<file path="src/rtl/otter_wb_regfile.sv">
// Writeback-stage register file for the OTTER pipeline.
// Selects the writeback result, stores it into x1..x31, serves two
// combinational decode-stage read ports with write-through bypass, and
// counts retired (valid) instructions.
module otter_wb_regfile #(
    parameter logic [31:0] SP_INIT  = 32'h0000_FFFC,
    parameter int          RETIRE_W = 32
) (
    input  logic                CLK,
    input  logic                RST,
    input  logic                RegWriteW,
    input  logic [1:0]          ResultSrcW,
    input  logic [31:0]         ALUResultW,
    input  logic [31:0]         ReadDataW,
    input  logic [4:0]          RdW,
    input  logic [31:0]         PCPlus4W,
    input  logic                ValidW,
    input  logic [4:0]          Rs1D,
    input  logic [4:0]          Rs2D,
    output logic [31:0]         RD1D,
    output logic [31:0]         RD2D,
    output logic [31:0]         ResultW,
    output logic [RETIRE_W-1:0] RetireCount
);

    // x0 is hard-wired to zero, so only x1..x31 get storage.
    logic [31:0]         regs_q [1:31];
    logic [RETIRE_W-1:0] retire_q;
    logic [RETIRE_W-1:0] retire_d;

    logic writeEn;
    logic bypassRs1;
    logic bypassRs2;

    // Writeback mux; encoding 11 is unused by the decoder and falls back to the ALU result.
    always_comb begin
        ResultW = ALUResultW;
        case (ResultSrcW)
            2'b00:   ResultW = ALUResultW;
            2'b01:   ResultW = ReadDataW;
            2'b10:   ResultW = PCPlus4W;
            default: ResultW = ALUResultW;
        endcase
    end

    // A write commits only for a real instruction targeting a non-zero register outside reset.
    always_comb begin
        writeEn   = RegWriteW && ValidW && (RdW != 5'd0) && !RST;
        bypassRs1 = writeEn && (RdW == Rs1D);
        bypassRs2 = writeEn && (RdW == Rs2D);
    end

    // Read port 1: zero for x0, in-flight writeback value on a match, else storage.
    always_comb begin
        RD1D = 32'h0;
        if (Rs1D != 5'd0) begin
            if (bypassRs1) begin
                RD1D = ResultW;
            end else begin
                RD1D = regs_q[Rs1D];
            end
        end
    end

    // Read port 2: same behaviour as port 1, resolved independently.
    always_comb begin
        RD2D = 32'h0;
        if (Rs2D != 5'd0) begin
            if (bypassRs2) begin
                RD2D = ResultW;
            end else begin
                RD2D = regs_q[Rs2D];
            end
        end
    end

    // Register storage: reset clears everything except the stack pointer, which gets SP_INIT.
    always_ff @(posedge CLK) begin
        if (RST) begin
            for (int i = 1; i < 32; i++) begin
                regs_q[i] <= (i == 2) ? SP_INIT : 32'h0;
            end
        end else if (writeEn) begin
            regs_q[RdW] <= ResultW;
        end
    end

    // Retired-instruction counter advances on every valid instruction and wraps silently.
    always_comb begin
        retire_d = retire_q;
        if (ValidW) begin
            retire_d = retire_q + RETIRE_W'(1);
        end
    end

    // Counter register; reset wins over a simultaneous retire.
    always_ff @(posedge CLK) begin
        if (RST) begin
            retire_q <= '0;
        end else begin
            retire_q <= retire_d;
        end
    end

    assign RetireCount = retire_q;

endmodule

</file>
<file path="config.mk">
export PLATFORM = sky130hd
export DESIGN_NAME = otter_wb_regfile
export DESIGN_NICKNAME = d
export VERILOG_FILES = /design/src/rtl/otter_wb_regfile.sv
export SDC_FILE = /design/constraint.sdc
export NUM_CORES = 2
export LEC_CHECK = 0
export BUFFER_PORTS_ARGS = -buffer_cell sky130_fd_sc_hd__buf_2
export CELL_PAD_IN_SITES_DETAIL_PLACEMENT = 1
export CELL_PAD_IN_SITES_GLOBAL_PLACEMENT = 2
export CORE_UTILIZATION = 48
export DETAILED_ROUTE_END_ITERATION = 6
export PLACE_DENSITY_LB_ADDON = 0.1
export SETUP_SLACK_MARGIN = 0.05
export SYNTH_ARGS = -nofsm -noshare
export SYNTH_HDL_FRONTEND = slang
export SYNTH_SLANG_ARGS = --single-unit
export TNS_END_PERCENT = 5
</file>
<file path="constraint.sdc">
create_clock -name CLK -period 5.6 [get_ports CLK]
set_input_delay 1.68 -clock CLK [delete_from_list [all_inputs] [get_ports CLK]]
set_output_delay 1.68 -clock CLK [all_outputs]
set_load 0.1 [all_outputs]
</file>
==> impl_metrics.prom <==
# TYPE chip_impl_metric gauge
chip_impl_info{name="outcome",value="complete, but fails checks"} 1
chip_impl_info{name="violations_in_the_final_reports",value="setup timing"} 1
chip_impl_metric{name="power_density",unit="nW/um^2"} 311.6
chip_impl_metric{name="critical_path_required_time",unit="ns"} 3.92
chip_impl_metric{name="grtUsageMet2",unit=""} 0.5842
chip_impl_info{name="end_kind",value="output pin"} 1
chip_impl_metric{name="placedCellCount",unit=""} 5925
chip_impl_metric{name="place_hpwl",unit="microns"} 140000
chip_impl_info{name="regToRegStartpoint",value="RetireCount[0]"} 1
chip_impl_info{name="worstSetupStartpoint",value="Rs1D[4]"} 1
chip_impl_metric{name="drt_first_pass_iters",unit=""} 5
chip_impl_info{name="min_path_type",value="register to register"} 1
chip_impl_metric{name="core.rowCount",unit=""} 124
chip_impl_info{name="grt_setup_unrepaired",value="true"} 1
chip_impl_metric{name="final_antenna_net_count",unit=""} 0
chip_impl_info{name="clk_root_buffer_cell",value="sky130_fd_sc_hd__clkbuf_16"} 1
chip_impl_metric{name="async_flop_share",unit=""} 0
chip_impl_metric{name="grt_overflow_total",unit=""} 0
chip_impl_metric{name="finalHoldViolations",unit=""} 0
chip_impl_metric{name="post_synth_edffs",unit=""} 1024
chip_impl_info{name="startpoint_type",value="input pin"} 1
chip_impl_metric{name="period_needed",unit="ns"} 5.653
chip_impl_metric{name="floorplan.die.height",unit="microns"} 341.2
chip_impl_metric{name="grt_max_degree",unit=""} 64
chip_impl_metric{name="worst_setup_hold_path_clk_slew",unit="ns"} 0.06
chip_impl_metric{name="final.period_utilization",unit=""} 1.009
chip_impl_metric{name="mean_number_of_vias_per_cell",unit=""} 6.660
chip_impl_metric{name="placer_s_final_routability_congestion_estimate",unit=""} 0.8743
chip_impl_metric{name="initial_antenna_violation_count",unit=""} 2
chip_impl_metric{name="yosysWarnings",unit=""} 0
chip_impl_metric{name="critical_path_fanouts_max",unit=""} 13
chip_impl_metric{name="floorplan.die_area",unit="sq um"} 116400
chip_impl_metric{name="syn-instance-count",unit=""} 4108
chip_impl_metric{name="fp.coreArea",unit="sq um"} 114200
chip_impl_info{name="path_cells",value="buf_2, or2_2, nor2_4, buf_4, a221oi_1, o211ai_1, buf_4, a221oi_4, buf_4, buf_12"} 1
chip_impl_info{name="gr-max-usage-layer",value="met2"} 1
chip_impl_metric{name="synth.cell_area",unit="sq um"} 55210
chip_impl_metric{name="ys_seq_area_frac",unit=""} 0.5685
chip_impl_metric{name="cts_num_sinks",unit=""} 1056
chip_impl_metric{name="relSlewSlack",unit=""} 0.4868
chip_impl_info{name="timing.rr.end",value="RetireCount[16]"} 1
chip_impl_metric{name="critical_path.max_stage_delay",unit="ns"} 0.38
chip_impl_metric{name="cells_on_worst_reg2reg_path",unit=""} 6
chip_impl_metric{name="finalCoreUtilization",unit=""} 0.5932
chip_impl_metric{name="setup_ws",unit="ns"} -0.05302
chip_impl_metric{name="cts-root-to-sink-buffers",unit=""} 3
chip_impl_metric{name="synth.avg_cell_area",unit="sq um"} 13.44
chip_impl_metric{name="maxCapViolCount",unit=""} 0
chip_impl_metric{name="max_freq",unit="GHz"} 0.1769
chip_impl_metric{name="maxSlewViolCount",unit=""} 0
chip_impl_info{name="worst_path_cell_with_the_longest_stage_delay",value="sky130_fd_sc_hd__a221oi_4"} 1
chip_impl_metric{name="die_width",unit="microns"} 341.2
chip_impl_metric{name="detail_route.wirelength",unit="microns"} 215000
chip_impl_metric{name="global_route.usage.met1",unit=""} 0.4880
chip_impl_metric{name="wire_length_of_the_first_global_routing_pass",unit="microns"} 304800
chip_impl_metric{name="hold_ws",unit="ns"} 0.5379
chip_impl_info{name="crit_type",value="input pin to output pin"} 1
chip_impl_metric{name="ff_to_ff_setup_slack",unit="ns"} 3.77
chip_impl_metric{name="drcViolationCount",unit=""} 0
chip_impl_metric{name="yosysUniqueCellTypes",unit=""} 61
chip_impl_metric{name="final_clock_skew",unit="ns"} 0.008439
chip_impl_metric{name="setup_viol_count_final",unit=""} 3
chip_impl_info{name="crit_path_frequent_cell",value="sky130_fd_sc_hd__buf_4"} 1
chip_impl_metric{name="stdcell_count",unit=""} 6173
chip_impl_metric{name="total_leakage_power",unit="nW"} 24.08
chip_impl_metric{name="worstMarginPinSlew",unit="ns"} 0.7698
chip_impl_info{name="ys.flop_type",value="sky130_fd_sc_hd__edfxtp_1"} 1
chip_impl_metric{name="insertion_delay",unit="ns"} 0.71
chip_impl_metric{name="h-tree-depth",unit=""} 3
chip_impl_metric{name="via_count",unit=""} 41112
chip_impl_metric{name="nets",unit=""} 4679
chip_impl_metric{name="via_count_of_the_first_global_routing_pass",unit=""} 42904
chip_impl_metric{name="dr.first_iter.drc_count",unit=""} 5058
chip_impl_info{name="tritoncts",value="built"} 1
chip_impl_metric{name="ys_seq_elements",unit=""} 1056
chip_impl_metric{name="vdd_drop_max",unit="mV"} 0.2561
chip_impl_metric{name="io_pins",unit=""} 245
chip_impl_metric{name="route.detailed.wl_per_inst",unit="microns"} 34.83
chip_impl_metric{name="area_growth",unit="%"} 22.68
chip_impl_metric{name="grt_use_total",unit=""} 0.3686
chip_impl_metric{name="holdBufCountCts",unit=""} 0
chip_impl_metric{name="port-buffer-count",unit=""} 244
chip_impl_info{name="cp-endpoint",value="RD1D[31]"} 1
chip_impl_metric{name="cts_inserted_buffers",unit=""} 117
chip_impl_metric{name="global_route.usage.met3",unit=""} 0.06891
chip_impl_metric{name="post_route_cells_drive_above_1_share",unit=""} 0.3554
chip_impl_metric{name="worstPathArrival",unit="ns"} 3.97
chip_impl_metric{name="worst_hold_path.num_cells",unit=""} 2
chip_impl_metric{name="start_util",unit=""} 0.4835
report_power, final:
group	switching, mW	internal, mW
Combinational	2.65	1.63
Clock	3.26	4.26
Sequential	0.229	9.08
Total	6.14	15.0
layout by cell type (no fill, tap or decap), types with 12 or more instances in the layout:
| master | Yosys | layout |
|---|---|---|
| sky130_fd_sc_hd__a22oi_1 | 34 | 34 |
| sky130_fd_sc_hd__buf_12 | 8 | 180 |
| sky130_fd_sc_hd__buf_6 | 22 | 17 |
| sky130_fd_sc_hd__nand3_1 | 15 | 15 |
| sky130_fd_sc_hd__nor3_1 | 100 | 59 |
| sky130_fd_sc_hd__nand4_1 | 14 | 14 |
| sky130_fd_sc_hd__buf_2 | 72 | 148 |
| sky130_fd_sc_hd__mux2i_1 | 136 | 136 |
| sky130_fd_sc_hd__a221o_1 | 31 | 31 |
| sky130_fd_sc_hd__nor2_1 | 1170 | 1163 |
| sky130_fd_sc_hd__a221oi_2 | 59 | 54 |
| sky130_fd_sc_hd__mux2_2 | 126 | 126 |
| sky130_fd_sc_hd__and3_1 | 13 | 13 |
| sky130_fd_sc_hd__buf_16 | 0 | 13 |
| sky130_fd_sc_hd__inv_1 | 37 | 37 |
| sky130_fd_sc_hd__xnor2_1 | 15 | 15 |
| sky130_fd_sc_hd__o22ai_1 | 125 | 114 |
| sky130_fd_sc_hd__nand2_1 | 57 | 37 |
| sky130_fd_sc_hd__o221ai_1 | 32 | 27 |
| sky130_fd_sc_hd__clkinv_2 | 0 | 25 |
| sky130_fd_sc_hd__buf_4 | 39 | 370 |
| sky130_fd_sc_hd__nand2b_2 | 0 | 32 |
| sky130_fd_sc_hd__a211oi_2 | 2 | 27 |
| sky130_fd_sc_hd__edfxtp_1 | 1024 | 1024 |
| sky130_fd_sc_hd__clkbuf_1 | 278 | 36 |
| sky130_fd_sc_hd__mux4_2 | 371 | 371 |
| sky130_fd_sc_hd__nand2_2 | 0 | 18 |
| sky130_fd_sc_hd__nor4_1 | 33 | 28 |
| sky130_fd_sc_hd__mux4_1 | 12 | 12 |
| sky130_fd_sc_hd__clkbuf_16 | 0 | 124 |
| sky130_fd_sc_hd__clkinv_1 | 0 | 27 |
| sky130_fd_sc_hd__a21oi_4 | 0 | 32 |
| sky130_fd_sc_hd__xor2_1 | 24 | 24 |
| sky130_fd_sc_hd__dfxtp_1 | 32 | 32 |
| sky130_fd_sc_hd__conb_1 | 1 | 32 |
| sky130_fd_sc_hd__o211ai_1 | 31 | 31 |
| sky130_fd_sc_hd__nor3_2 | 0 | 39 |
| sky130_fd_sc_hd__o22a_1 | 31 | 31 |
registers in the layout, summed over array words and instances, names as in the netlist:
register     flops
regs_q        1024
RetireCount     32
final cells by class:
| type | instances | area, sq um |
|---|---|---|
| Antenna cell | 1 | 2.502 |
| Clock buffer | 157 | 3163 |
| Clock inverter | 63 | 485.5 |
| Fill cell | 10918 | 46450 |
| Inverter | 37 | 138.9 |
| Multi-Input combinational cell | 2608 | 22780 |
| Sequential cell | 1056 | 31390 |
| Tap cell | 1512 | 1892 |
| Timing Repair Buffer | 739 | 7886 |
metal layers:
metal | wire [microns] | up-vias
met5 | 28 | -
met4 | 10970 | 4
met3 | 20490 | 511
met2 | 101300 | 2422
met1 | 82250 | 21601
li1 | - | 16574
timing repair:
action / CTS / global route
pin swaps: 8 / 16
gates cloned: 2 / 2
buffers inserted: 8 / 15
resized for setup: 64 / 59
hold endpoints to repair: 0 / 0
endpoints found under the setup margin: 49 / 54
stage by stage:
step | area, sq um | TNS [ns] | worst slack [ns] | total power [mW]
finish | 67740 | -0.06618 | -0.05302 | 21.10
global placement | 63060 | -7.500 | -0.4374 | 13.50
detailed placement | 63060 | -7.672 | -0.3992 | 13.59
floorplan | 55510 | -18.01 | -0.3781 | 11.74
CTS | 67210 | -0.03358 | -0.03358 | 21.07
global route | 67730 | -0.2436 | -0.07990 | 21.58
worst min path at each step:
| stage | slack (ns) | end | startpoint |
|---|---|---|---|
| 2_1_floorplan | 0.97 | RetireCount[14] | RetireCount[14] |
| 3_3_place_gp | 0.50 | RetireCount[31] | RetireCount[31] |
| 3_5_place_dp | 0.53 | RetireCount[31] | RetireCount[31] |
| 4_1_cts | 0.54 | RetireCount[31] | RetireCount[31] |
| 5_1_grt | 0.58 | RetireCount[31] | RetireCount[31] |
| 6_report | 0.54 | RetireCount[31] | RetireCount[31] |
cell usage after synthesis (all sizes together) (4+ instances only):
library cell / count / area share
o22ai: 125 / 0.014
o22a: 31 / 0.0049
a21oi: 34 / 0.0031
nand2: 57 / 0.0039
nor3b: 5 / 0.00077
inv: 37 / 0.0025
a211oi: 33 / 0.0047
nand3: 15 / 0.0014
xnor2: 16 / 0.0029
o211ai: 31 / 0.0042
a22oi: 34 / 0.0046
nand2b: 34 / 0.0039
clkbuf: 281 / 0.019
mux4: 383 / 0.16
nor3: 101 / 0.0094
dlygate4sd1: 4 / 0.00063
xor2: 24 / 0.0038
mux2: 126 / 0.026
a221o: 31 / 0.0056
edfxtp: 1024 / 0.56
nor4: 35 / 0.0042
nor2: 1171 / 0.080
dfxtp: 32 / 0.012
nand4: 14 / 0.0016
o221ai: 32 / 0.0051
a221oi: 64 / 0.017
buf: 153 / 0.021
mux2i: 136 / 0.025
and3: 13 / 0.0015
and3b: 4 / 0.00063
logic make-up (layout without fill, tap and decap cells):
kind of cell	Yosys count	count (layout)	synth area share
AOI/OAI and AO/OA	421	421	0.06427
xor gates and xnor gates	40	40	0.006685
adders and majority gates	3	3	0.0006799
buffers and inverters	475	996	0.04306
DFF	1056	1056	0.5685
muxes	645	645	0.2074
other	1	33	0.00006792
and+or+nand+nor	1467	1467	0.1093
worst max-delay path, delay by kind of cell:
kind | cells | cell delay [ns]
compound gates | 3 | 0.88
simple gates | 2 | 0.36
buf+inv | 5 | 1.01
No activity file was read; power rests on OpenSTA's default activity.
